**config.mk**
```make
export PLATFORM = sky130hd
export DESIGN_NAME = toggle_pulse_decoder
export DESIGN_NICKNAME = d
export VERILOG_FILES = /design/src/rtl/toggle_pulse_decoder.sv
export SDC_FILE = /design/constraint.sdc
export NUM_CORES = 1
export LEC_CHECK = 0
export BUFFER_PORTS_ARGS = -buffer_cell sky130_fd_sc_hd__buf_2
export CORE_MARGIN = 4
export CORE_UTILIZATION = 35
export CTS_BUF_LIST = sky130_fd_sc_hd__clkbuf_8
export DETAILED_ROUTE_END_ITERATION = 12
export GPL_ROUTABILITY_DRIVEN = 0
export PLACE_DENSITY = 0.56
export SYNTH_ARGS = -nofsm -noshare
export SYNTH_HDL_FRONTEND = slang
export SYNTH_SLANG_ARGS = --single-unit
```
**constraint.sdc**
```tcl
create_clock -name clk -period 2.12 [get_ports clk]
set_clock_uncertainty 0.1 [all_clocks]
set_input_delay 0.106 -clock clk [delete_from_list [all_inputs] [get_ports clk]]
set_output_delay 0.106 -clock clk [all_outputs]
set_load 0.02 [all_outputs]
```
**src/rtl/toggle_pulse_decoder.sv**
```systemverilog
// Recovers one event per level change of an asynchronous toggle line, queues
// events behind a valid/ack handshake with sticky overrun. Optional GLITCH_FILTER_EN.
//
// state | meaning
// INIT  | chain filling after reset; adopt synchronised level, no pulse
// LOW   | decoded level is 0
// HIGH  | decoded level is 1
module toggle_pulse_decoder #(
  parameter int SYNC_STAGES = 2,
  parameter int CNT_W       = 8,
  parameter int PEND_DEPTH  = 3
) (
  input  logic             clk,
  input  logic             rst,
  input  logic             tog_in,
  input  logic             ack,
  input  logic             clr_ovr,
  output logic             pulse_out,
  output logic             level_out,
  output logic             evt_valid,
  output logic [2:0]       pend_cnt,
  output logic [CNT_W-1:0] evt_cnt,
  output logic             overrun
);

  typedef enum logic [1:0] {INIT, LOW, HIGH} state_t;

  localparam logic [2:0]       INIT_TC  = 3'(SYNC_STAGES);
  localparam logic [2:0]       PEND_MAX = 3'(PEND_DEPTH);
  localparam logic [CNT_W-1:0] CNT_ONE  = {{(CNT_W-1){1'b0}}, 1'b1};

  state_t                 state_q, state_d;
  logic [SYNC_STAGES-1:0] sync_q;
  logic                   s_sync;
  logic [2:0]             init_q, init_d;
  logic                   pulse_d;
  logic                   take;
  logic [2:0]             pend_d;
  logic                   ovr_set;

  assign s_sync    = sync_q[SYNC_STAGES-1];
  assign level_out = (state_q == HIGH);
  assign take      = evt_valid & ack;

`ifdef GLITCH_FILTER_EN
  // Set after the first edge on which s_sync disagrees with the state.
  logic flt_q, flt_d;

  always_ff @(posedge clk) begin
    if (rst) flt_q <= 1'b0;
    else     flt_q <= flt_d;
  end
`endif

  always_comb begin
    state_d = state_q;
    init_d  = init_q;
    pulse_d = 1'b0;
`ifdef GLITCH_FILTER_EN
    flt_d   = 1'b0;
`endif
    case (state_q)
      INIT: begin
        if (init_q == INIT_TC) state_d = s_sync ? HIGH : LOW;
        else                   init_d  = init_q + 3'd1;
      end
      LOW: begin
        if (s_sync) begin
`ifdef GLITCH_FILTER_EN
          if (flt_q) begin
            state_d = HIGH;
            pulse_d = 1'b1;
          end else begin
            flt_d = 1'b1;
          end
`else
          state_d = HIGH;
          pulse_d = 1'b1;
`endif
        end
      end
      HIGH: begin
        if (!s_sync) begin
`ifdef GLITCH_FILTER_EN
          if (flt_q) begin
            state_d = LOW;
            pulse_d = 1'b1;
          end else begin
            flt_d = 1'b1;
          end
`else
          state_d = LOW;
          pulse_d = 1'b1;
`endif
        end
      end
      default: begin
        state_d = INIT;
        init_d  = 3'd0;
      end
    endcase
  end

  // Simultaneous pulse and ack cancel, so a full queue is not overrun then.
  always_comb begin
    pend_d  = pend_cnt;
    ovr_set = 1'b0;
    if (pulse_d && !take) begin
      if (pend_cnt == PEND_MAX) ovr_set = 1'b1;
      else                      pend_d  = pend_cnt + 3'd1;
    end else if (!pulse_d && take) begin
      pend_d = pend_cnt - 3'd1;
    end
  end

  always_ff @(posedge clk) begin
    if (rst) begin
      sync_q    <= '0;
      state_q   <= INIT;
      init_q    <= 3'd0;
      pulse_out <= 1'b0;
      pend_cnt  <= 3'd0;
      evt_valid <= 1'b0;
      evt_cnt   <= '0;
      overrun   <= 1'b0;
    end else begin
      sync_q    <= {sync_q[SYNC_STAGES-2:0], tog_in};
      state_q   <= state_d;
      init_q    <= init_d;
      pulse_out <= pulse_d;
      pend_cnt  <= pend_d;
      evt_valid <= (pend_d != 3'd0);
      if (pulse_d) evt_cnt <= evt_cnt + CNT_ONE;
      overrun   <= ovr_set | (overrun & ~clr_ovr);
    end
  end

endmodule

```
* Yosys cells after proc, flatten, opt, wreduce, memory -nomap -nowiden
Cells that the tools add are included.
** Cells by class
- Add/sub/neg operators :: 4
- Multiply operators :: 0
- Div/mod/pow operators :: 0
- Magnitude comparators :: 0
- Equality and inequality tests :: 8
- Shift operators :: 0
- Mux-type cells :: 15
- Bitwise operators :: 5
- Reduce and logical (&&, ||, !) cells :: 9
** Operators by type and width (count)
- two-way mux 3 bit :: 4
- adder 8 x 1 -> 8 bit, second input constant :: 1
- two-way mux 2 bit :: 4
- inequality test 2 bit, second input constant :: 4
- adder 3 x 1 -> 3 bit, second input constant :: 2
- == test 3 x 2 -> 1 bit, second input constant :: 2
- case mux 2 bit (3 select lines) :: 1
- case mux 3 bit (2 select lines) :: 1
- two-way mux 1 bit :: 4
- AND reduction 3 bit :: 1
- nonzero test 3 bit :: 1
- subtractor 3 x 1 -> 3 bit, second input constant :: 1
- bitwise AND 1 bit :: 2
- == test 2 x 1 -> 1 bit, second input constant :: 1
- == test 2 bit, second input constant :: 1
- logical AND 1 bit :: 2
- logical NOT 1 bit :: 2
- logical NOT 2 bit :: 1
- NOT 1 bit :: 2
- case mux 1 bit (2 select lines) :: 1
- AND reduction 2 bit :: 1
- OR reduction 2 bit :: 1
- bitwise OR 1 bit :: 1
** Storage, ports and cells
- Register bits after elaboration :: 21
- Bits in latches :: 0
- Memory bits (writable) :: 0
- Memory bits (read-only) :: 0
- Memories :: 0

* Longest topological paths before layout
Gate-level depths: netlist of the first run.
- Depth in word-level cells :: 7
- Mapped depth :: 7
- Depth with buffers taken out :: 7

* Worst setup path before layout of the first run
OpenSTA, ideal clock, no wires.
- Kind :: reg2reg
- From :: register state_q[0]
- To :: register evt_valid
- Setup time :: 0.120 ns
- Arrival time :: 1.758 ns
- Setup slack :: 0.143 ns
- Cell stages (with the launch flop) :: 8
- Path buffers :: 0
- Path through :: dfxtp_1 inv_1 ha_1 mux2i_2 or3b_4 o21ai_2 xnor2_1 a211o_1
** Between the ends
- Longest elaborated chain between the ends :: 7
** Ends and longest elaborated chain
- start: declaration :: line 32 : state_t state_q, state_d;
- start signal: assignment :: line 128 : state_q <= state_d;
- == test 2 bit (*)
- named net level_out :: line 19 : output logic level_out,
- case mux 1 bit (2 select lines) (*) :: line 62 : case (state_q)
- logical NOT 1 bit :: line 111 : end else if (!pulse_d && take) begin
- logical AND 1 bit :: line 111
- two-way mux 3 bit :: line 111
- two-way mux 3 bit (*) :: line 108 : if (pulse_d && !take) begin
- nonzero test 3 bit (*) :: line 132 : evt_valid <= (pend_d != 3'd0);
- end signal: assignment :: line 132
- end: declaration :: line 20 : output logic evt_valid,
The timed path passes the listed nets; every way through them passes the cells marked *.
A chain may end at the register's enable or synchronous reset.

* Final worst setup path of the first run
- From :: register state_q[1]
- To :: register evt_valid
** Between the ends
- Longest elaborated chain between the ends :: 7
** Ends and longest elaborated chain (line)
- == test 2 bit or == test 2 x 1 -> 1 bit (tied branches) :: 62
- case mux 1 bit (2 select lines) (*) :: 62
- logical NOT 1 bit :: 111
- logical AND 1 bit :: 111
- two-way mux 3 bit :: 111
- two-way mux 3 bit (*) :: 108
- nonzero test 3 bit (*) :: 132
Mark *: on every way between the ends. The rest lies on a longest branch, timed or not.

==> results of run 1 <==
[routing by layer]
layer / GRT usage / up-vias / share of wire
li1: - / 438 / -
met1: 0.137 / 370 / 0.49
met2: 0.166 / 15 / 0.42
met3: 0.0331 / 5 / 0.064
met4: 0.0727 / 0 / 0.027
met5: 0 / - / 0
[power groups by stage]
stage	Clock (W)	Combinational, W	Sequential, W
after floorplan	0	0.000477	0.000589
after global placement	0	0.000657	0.000548
after detailed placement	0	0.000660	0.000553
after CTS	0.000270	0.000665	0.000544
after global routing	0.000287	0.000755	0.000557
final	0.000255	0.000657	0.000543
[stage by stage]
| step | util | total power [W] | instances | hold slack, ns | worst slack, ns |
|---|---|---|---|---|---|
| after floorplan | - | 0.00107 | 117 | 0.0879 | 0.143 |
| after global placement | 0.410 | 0.00121 | 164 | 0.220 | 0.135 |
| after detailed placement | 0.410 | 0.00121 | 164 | 0.222 | 0.131 |
| after CTS | 0.430 | 0.00148 | 169 | 0.0204 | 0.122 |
| after global routing | 0.430 | 0.00160 | 169 | 0.0383 | 0.0393 |
| final | 0.430 | 0.00146 | 169 | 0.0240 | 0.115 |
[worst min-delay path, stage by stage]
cell and delay (ns):
buf_2 0.09, inv_1 0.04, a32oi_1 0.04, nor2_1 0.07
[path summary, 6_finish.rpt]
| check | to | slack (ns) |
|---|---|---|
| worst min-delay path | overrun | 0.02 |
| worst max register to register | evt_valid | 0.11 |
| worst max-delay path | evt_valid | 0.11 |
| worst min register to register | sync_q[1] | 0.35 |
[cells by family after synthesis]
kind of cell / share of synthesized area
AOI/OAI and AO/OA: 0.140
xor gates and xnor gates: 0.0686
adders and majority gates: 0.0980
buffers and inverters: 0.0441
DFF: 0.412
muxes: 0.0282
and+or+nand+nor: 0.210
[area by class of cell]
| cell class | count | area (um^2) |
|---|---|---|
| clock buffers | 3 | 41.3 |
| clock inverters | 1 | 3.75 |
| fillers | 275 | 1590 |
| inverters | 8 | 30.0 |
| multi-input cells | 85 | 556 |
| flip-flops and latches | 21 | 420 |
| well taps | 31 | 38.8 |
| repair buffers | 20 | 105 |
[sequential cells by signal, summed over array words and instances (netlist names)]
register	cells
overrun	1
state_q	2
evt_cnt	8
pend_cnt	3
evt_valid	1
init_q	3
sync_q	2
pulse_out	1
[layout by cell type (no fill, tap or decap), types with 5 or more instances in the layout]
master   instances
inv_1            9
nand3_1          5
ha_1             8
nand2_1         10
dfxtp_1         21
nor2b_1          5
nor2_1          18
buf_2           19
a21oi_1          7
xor2_1           5
[what timing repair did]
action	in CTS	in global routing
endpoints found under the hold margin	1	0
hold buffers	1	0
buffers inserted	0	0
==> reports/metrics.cfg, run 1 <==
[status]
outcome=completed

[global_routing]
grt_pass1_vias=735
grt_overflow_total=0
grt_pass1_wl_um=3110
antenna_found_initial=0
grt_max_degree=21
groute.usage.overall=0.111

[finish]
drive_gt1_frac=0.196
diodes=0
areaGrowthSynthToFinish_pct=17.0
stdcell_area_um2=1190
fin_nets=152

[clock_tree]
cts_root_buffer=clkbuf_8
cts.sinks=21
cts_max_level=1
clk_latency_ns=0.26
tritoncts=done
cts_made_buffers=3
clkSlewWorstSetupHoldPaths_ns=0.07
ctsResizeCount=0
cts_buffer_depth=2

[synth]
synth_top_area_frac=0.412
yosysWarnings=0
yosysUniqueCellTypes=31
synth_nets=130
synth_edf_count=0
synth-seq-cells=21
synth_ff_type=dfxtp_1
synth-async-reset-ratio=0
syn-cell-area_um2=1020
syn_inst=117
synth_top_area_cell=dfxtp_1
syn_area_per_cell_um2=8.73
yosys-top-cells-area=dfxtp_1 (41%), ha_1 (9.8%), nor2_1 (6.6%), xor2_1 (4.3%), nand2_1 (3.7%)
ys_seq_area_frac=0.412
yosys-top-cells-count=dfxtp_1 (21), nor2_1 (18), nand2_1 (10), ha_1 (8), inv_1 (8)
yosysMostFrequentCell=dfxtp_1

[pwr]
clock_power_share=0.175
p_leak_nw=0.539
peakVddDrop_mv=0.594
power.density_nw_per_um2=1220
seq_power_share=0.373
combPwrFrac=0.452
p_sw_frac=0.397
p_int_w=0.000878
power_switching_w=0.000578

[setup_path]
cpMaxStageDelayCell=dfxtp_1
reg2reg_depth=7
slowest_delay_ns=0.42
end_kind=flop
crit_path_max_fanout=7
cp.arrival_ns=2.06
cp_num_buf_inv=1
required_ns=2.18
crit_cells=7
cp-start-kind=flop
startpoint=state_q[1]
crit_chain=inv_1 > ha_1 > mux2i_2 > or3b_4 > o21ai_2 > xnor2_1 > a211o_1
cp_top_family=flip-flops
r2r_start=state_q[1]
worstSetupPathType=flop to flop

[timing]
finalSetupViolations=0
slew_headroom=0.663
tightest_slew_ns=0.505
drv_slew=0
hold_violations=0
post-route-min-period_ns=2.01
setup_tns_ns=0
fin_crit_sh=0.946
max_freq_mhz=499
rsz0062_at_grt=false

[floorplan]
core.rowCount=19
ios=20
die_area_um2=3850
fp.dieW_um=62.0
start_util=0.367
die_h_um=62.0
core_um2=2780

[place]
hpwl_um=1390
place_area_um2=1140
port_buffers=19

[routing]
via_count=828
drtAntennaViolNets=0
drt_iter0_drc=18
wl_per_cell_um=11.2
dr.pass1.iters=3
drc=0
wl_um=1890
vias_per_cell=4.90

[worst_hold_path]
hold-path-cell-count=4
hold_path_class=primary input to flop
min-delay-start=clr_ovr

[job]
maxCapViolCount=0

No activity file was read; power rests on OpenSTA's default activity.
==> inputs of run 2 (changes only) <==
--- a/config.mk
+++ b/config.mk
@@ -8,9 +8,10 @@
 export BUFFER_PORTS_ARGS = -buffer_cell sky130_fd_sc_hd__buf_2
 export CORE_MARGIN = 4
-export CORE_UTILIZATION = 35
+export CORE_UTILIZATION = 56
 export CTS_BUF_LIST = sky130_fd_sc_hd__clkbuf_8
 export DETAILED_ROUTE_END_ITERATION = 12
 export GPL_ROUTABILITY_DRIVEN = 0
-export PLACE_DENSITY = 0.56
+export PLACE_DENSITY = 0.82
+export REMOVE_ABC_BUFFERS = 1
 export SYNTH_ARGS = -nofsm -noshare
 export SYNTH_HDL_FRONTEND = slang
==> constraint.sdc (replaced) <==
create_clock -name clk -period 2.12 [get_ports clk]
set_clock_uncertainty 0.1 [all_clocks]
set_input_delay 0.424 -clock clk [delete_from_list [all_inputs] [get_ports clk]]
set_output_delay 0.424 -clock clk [all_outputs]
set_load 0.02 [all_outputs]
==> run 2 against run 1 <==
  * Cell count decreased by 2.4%
  * Combinational power increased by 6.1%
  * Critical path depth is the same
  * Largest cell class unchanged
==> reports/metrics.cfg, run 2 (same netlist as run 1, synthesis figures left out) <==
[status]
outcome=completed

[clock_tree]
cts_buffer_depth=2  ; unchanged
post_cts_buffers=0  ; unchanged
cts_made_buffers=3  ; unchanged
cts_root_buffer=clkbuf_8
tritoncts=done
clkSlewWorstSetupHoldPaths_ns=0.08  ; about the same
clk_latency_ns=0.26  ; about the same
cts_max_level=1  ; unchanged
cts.sinks=21  ; unchanged
hold_buffers=0  ; -1

[setup_path]
crit_chain=inv_1 > ha_1 > mux2_4 > o21ai_0 > a31oi_1 > o21a_1 > a211o_1
startpoint=state_q[0]
cp_num_buf_inv=1  ; unchanged
crit_path_max_fanout=10  ; +3
slowest_delay_ns=0.38  ; -0.04 ns
rrSetupSlack_ns=0.18  ; +0.07 ns
cp.arrival_ns=1.99  ; -0.07 ns
worstSetupPathType=flop to flop
cpMaxStageDelayCell=dfxtp_1
cp-start-kind=flop
r2r_start=state_q[0]
cp_top_family=compound AO/OA/AOI/OAI gates
end_kind=flop
required_ns=2.17  ; about the same

[finish]
largest_reg_flops=8  ; unchanged
largest_register=evt_cnt
multi_input_area_um2=562  ; +1.1%
fin_util=0.699  ; +0.270
finalNonFillerCells=165  ; -2.4%
areaGrowthSynthToFinish_pct=18.3
stdcell_area_um2=1210  ; +1.0%
reg.largest.list=evt_cnt x8, init_q x3, pend_cnt x3
fill_cells=143  ; -48%
drive_gt1_frac=0.229  ; +0.0329
seqCellArea_um2=420  ; unchanged
final_common_cell=dfxtp_1
final_cell_mix=dfxtp_1 (21), buf_2 (19), nor2_1 (18)
diodes=0  ; unchanged
fin_nets=154  ; +1.3%

[floorplan]
fp.dieW_um=50.7  ; -18%
core.rowCount=15  ; -4
core_um2=1730  ; -38%
die_area_um2=2570  ; -33%
die_h_um=50.7  ; -18%
start_util=0.591  ; +0.224
ios=20  ; unchanged

[routing]
wl_um=2060  ; +8.6%
drtAntennaViolNets=0  ; unchanged
drc=0  ; unchanged
drt_iter0_drc=13  ; -5
vias_per_cell=5.26  ; +7.4%
via_count=868  ; +4.8%
wl_per_cell_um=12.5  ; +11%
dr.pass1.iters=3  ; unchanged

[timing]
setup_tns_ns=0  ; unchanged
finalSetupViolations=0  ; unchanged
fin_crit_sh=0.915  ; -0.0311
slew_headroom=0.775  ; +0.112
hold_violations=0  ; unchanged
tightest_slew_ns=0.338  ; -0.167 ns
drv_slew=0  ; unchanged
post-route-min-period_ns=1.94  ; -0.0660 ns
max_freq_mhz=516  ; +3.4%
rsz0062_at_grt=false

[pwr]
p_int_w=0.000900  ; +2.6%
peakVddDrop_mv=0.775  ; +31%
power.density_nw_per_um2=1240  ; +2.0%
p_sw_frac=0.400  ; +0.00272
p_leak_nw=0.548  ; +1.6%
power_switching_w=0.000600  ; +3.7%
clock_power_share=0.172  ; -0.003
seq_power_share=0.363  ; -0.010
combPwrFrac=0.465  ; +0.013

[global_routing]
grt_pass1_wl_um=3620  ; +16%
grt_overflow_total=0  ; unchanged
groute.usage.overall=0.186  ; +0.0751
grt_max_degree=18  ; -14%
grt_pass1_vias=907  ; +23%
antenna_found_initial=0  ; unchanged

[place]
dp.cells=161  ; -1.8%
place_area_um2=1150  ; +1.3%
hpwl_um=1550  ; +12%
port_buffers=19  ; unchanged

[worst_hold_path]
hold_path_class=primary input to flop
min-delay-start=tog_in

[job]
maxCapViolCount=0  ; unchanged

run 2: worst paths after layout:
kind,to,cells after the start
setup / recovery,evt_valid,7
hold / removal,sync_q[0],2
setup reg to reg,evt_valid,7
hold reg to reg,sync_q[1],1
run 2: power groups by stage:
stage	combinational, W	sequential [W]	clock, W
6_report	0.000697	0.000544	0.000258
5_1_grt	0.000791	0.000555	0.000281
4_1_cts	0.000692	0.000542	0.000266
3_5_place_dp	0.000688	0.000552	0
3_3_place_gp	0.000659	0.000544	0
2_1_floorplan	0.000470	0.000590	0
run 2: routing by layer:
| layer | global-route usage | vias to the layer above | wire (um) |
|---|---|---|---|
| met2 | 0.343 | 15 | 1100 |
| met4 | 0.130 | 0 | 39 |
| met1 | 0.185 | 410 | 842 |
| li1 | - | 439 | - |
| met5 | 0 | - | 0 |
| met3 | 0.0326 | 4 | 73 |
run 2: metrics by stage:
| step | setup slack [ns] | hold WS, ns | power (W) |
|---|---|---|---|
| finish | 0.181 | 0.274 | 0.00150 |
| global route | 0.0435 | 0.304 | 0.00163 |
| CTS | 0.201 | 0.268 | 0.00150 |
| detailed placement | 0.219 | 0.341 | 0.00124 |
| global placement | 0.277 | 0.336 | 0.00120 |
| floorplan | 0.143 | 0.314 | 0.00106 |
run 2: timing repair:
item | in CTS | in global routing
endpoints found under the hold margin | 0 | 0
gates resized for setup | 0 | 1
setup endpoints to repair | 0 | 1
run 2: cell type report:
type,instances,share of cell area
well taps,25,0.0259
clock inverters,1,0.00415
flip-flops and latches,21,0.348
clock buffers,3,0.0342
inverters,8,0.0249
multi-input cells,85,0.465
repair buffers,22,0.0974
==> inputs of run 3 (changes only) <==
- CORE_MARGIN: 4 -> 2
- MAX_ROUTING_LAYER: not set -> met4
==> run 3 against run 2 <==
  * Hold slack better by 0.015 ns
  * Setup slack worse by 0.031 ns
  * First-iteration DRC count is 23% higher
  * Critical endpoint unchanged
  * Total power is 1.2% higher
==> reports/metrics.cfg, run 3 (same netlist as run 1, synthesis figures left out) <==
[setup_path]
crit_chain=inv_1 > ha_1 > mux2_4 > nand2_1 > nand2_1 > a2111oi_2 > a211o_1
crit_path_frequent_cell=nand2_1
slowest_delay_ns=0.42  ; +0.04 ns
cpMaxStageDelayCell=a2111oi_2
rr_endpoint=evt_valid
reg2reg_depth=7  ; unchanged
cp_num_buf_inv=1  ; unchanged
cp_top_family=compound AO/OA/AOI/OAI gates
rrSetupSlack_ns=0.15  ; -0.03 ns
cp-start-kind=flop
end_kind=flop
r2r_start=state_q[0]
crit_path_max_fanout=10  ; unchanged
required_ns=2.23  ; +0.06 ns
cp.arrival_ns=2.08  ; +0.09 ns
worstSetupPathType=flop to flop

[timing]
finalSetupViolations=0  ; unchanged
whs_ns=0.289  ; +0.0155 ns
fin_crit_sh=0.930  ; +0.0147
max_freq_mhz=507  ; -1.6%
post-route-min-period_ns=1.97  ; +0.0311 ns
setup_tns_ns=0  ; unchanged
hold_violations=0  ; unchanged
drv_slew=0  ; unchanged
rsz0062_at_grt=false
setup_slack_ns=0.149  ; -0.0311 ns
tightest_slew_ns=0.471  ; +0.134 ns
slew_headroom=0.686  ; -0.0891

[finish]
diodes=0  ; unchanged
fin_nets=154  ; unchanged
drive_gt1_frac=0.221  ; -0.00714
final_cell_mix=dfxtp_1 (21), buf_2 (19), nor2_1 (18)
largest_register=evt_cnt
reg.largest.list=evt_cnt x8, init_q x3, pend_cnt x3
largest_reg_flops=8  ; unchanged
areaGrowthSynthToFinish_pct=17.6
final_common_cell=dfxtp_1
finalNonFillerCells=165  ; unchanged
fin_util=0.696  ; -0.00362

[global_routing]
groute.usage.overall=0.223  ; +0.0370
grt_pass1_wl_um=3230  ; -11%
grt_max_degree=18  ; unchanged
antenna_found_initial=0  ; unchanged
grt_overflow_total=0  ; unchanged
grt_pass1_vias=797  ; -12%

[job]
maxCapViolCount=0  ; unchanged

[clock_tree]
cts_root_buffer=clkbuf_8
cts_max_level=1  ; unchanged
ctsResizeCount=0  ; unchanged
tritoncts=done
clkSlewWorstSetupHoldPaths_ns=0.08  ; about the same
hold_buffers=0  ; unchanged
cts_buffer_depth=2  ; unchanged
post_cts_buffers=0  ; unchanged
cts_made_buffers=3  ; unchanged
clk_latency_ns=0.26  ; about the same
cts.sinks=21  ; unchanged

[pwr]
p_leak_nw=0.547  ; -0.18%
peakVddDrop_mv=0.812  ; +4.7%
power.density_nw_per_um2=1260  ; +1.8%

[worst_hold_path]
hold_path_class=primary input to flop
hold-path-cell-count=2  ; unchanged
holdPathEnd=sync_q[0]
min-delay-start=tog_in

[place]
dp.cells=161  ; unchanged
port_buffers=19  ; unchanged
hpwl_um=1590  ; +2.5%
dp_slack_ns=0.169  ; -0.0507 ns

[routing]
drtAntennaViolNets=0  ; unchanged
via_count=902  ; +3.9%
wl_um=2110  ; +2.7%
dr.pass1.iters=4  ; +1
drt_iter0_drc=16  ; +3
drc=0  ; unchanged
vias_per_cell=5.47  ; +3.9%
wl_per_cell_um=12.8  ; +2.7%

[floorplan]
core_um2=1730  ; unchanged
core.rowCount=15  ; unchanged
fp.dieW_um=46.7  ; -7.9%
ios=20  ; unchanged
die_area_um2=2180  ; -15%
start_util=0.591  ; unchanged
die_h_um=46.7  ; -7.9%

[status]
outcome=completed

-- run 3: cell types whose count changed in the layout (fill, tap and decap cells not counted) --
| cell | previous run | this run |
|---|---|---|
| a221oi_1 | 0 | 1 |
| a221oi_2 | 1 | 0 |
-- run 3: layer usage --
layer | share of wire | global-route usage
met5 | 0 | -
met2 | 0.50 | 0.367
met1 | 0.43 | 0.240
met4 | 0.031 | 0.156
met3 | 0.036 | 0.0392
-- run 3: stage by stage --
stage / power (W) / instance area [um^2]
3_5_place_dp: 0.00125 / 1150
2_1_floorplan: 0.00106 / 1010
6_report: 0.00152 / 1200
3_3_place_gp: 0.00120 / 1150
4_1_cts: 0.00151 / 1200
5_1_grt: 0.00162 / 1200
-- run 3: how the worst max path moves through the flow --
stage | start | end | cells past startpoint
2_1_floorplan | state_q[0] | evt_valid | 7
3_3_place_gp | state_q[0] | evt_valid | 7
3_5_place_dp | state_q[0] | evt_valid | 7
4_1_cts | state_q[0] | evt_valid | 7
5_1_grt | state_q[1] | state_q[1] | 6
6_report | state_q[0] | evt_valid | 7
-- run 3: area by class of cell --
class                   count  area [um^2]
multi-input cells          85          556
fillers                   156          526
flip-flops and latches     21          420
repair buffers             22          118
clock buffers               3         41.3
well taps                  25         31.3
inverters                   8         30.0
clock inverters             1         5.00
-- run 3: power by group --
| group | switching, W | total [W] | internal [W] |
|---|---|---|---|
| clock | 0.000132 | 0.000263 | 0.000131 |
| sequential | 0.0000702 | 0.000544 | 0.000474 |
| combinational | 0.000421 | 0.000711 | 0.000291 |
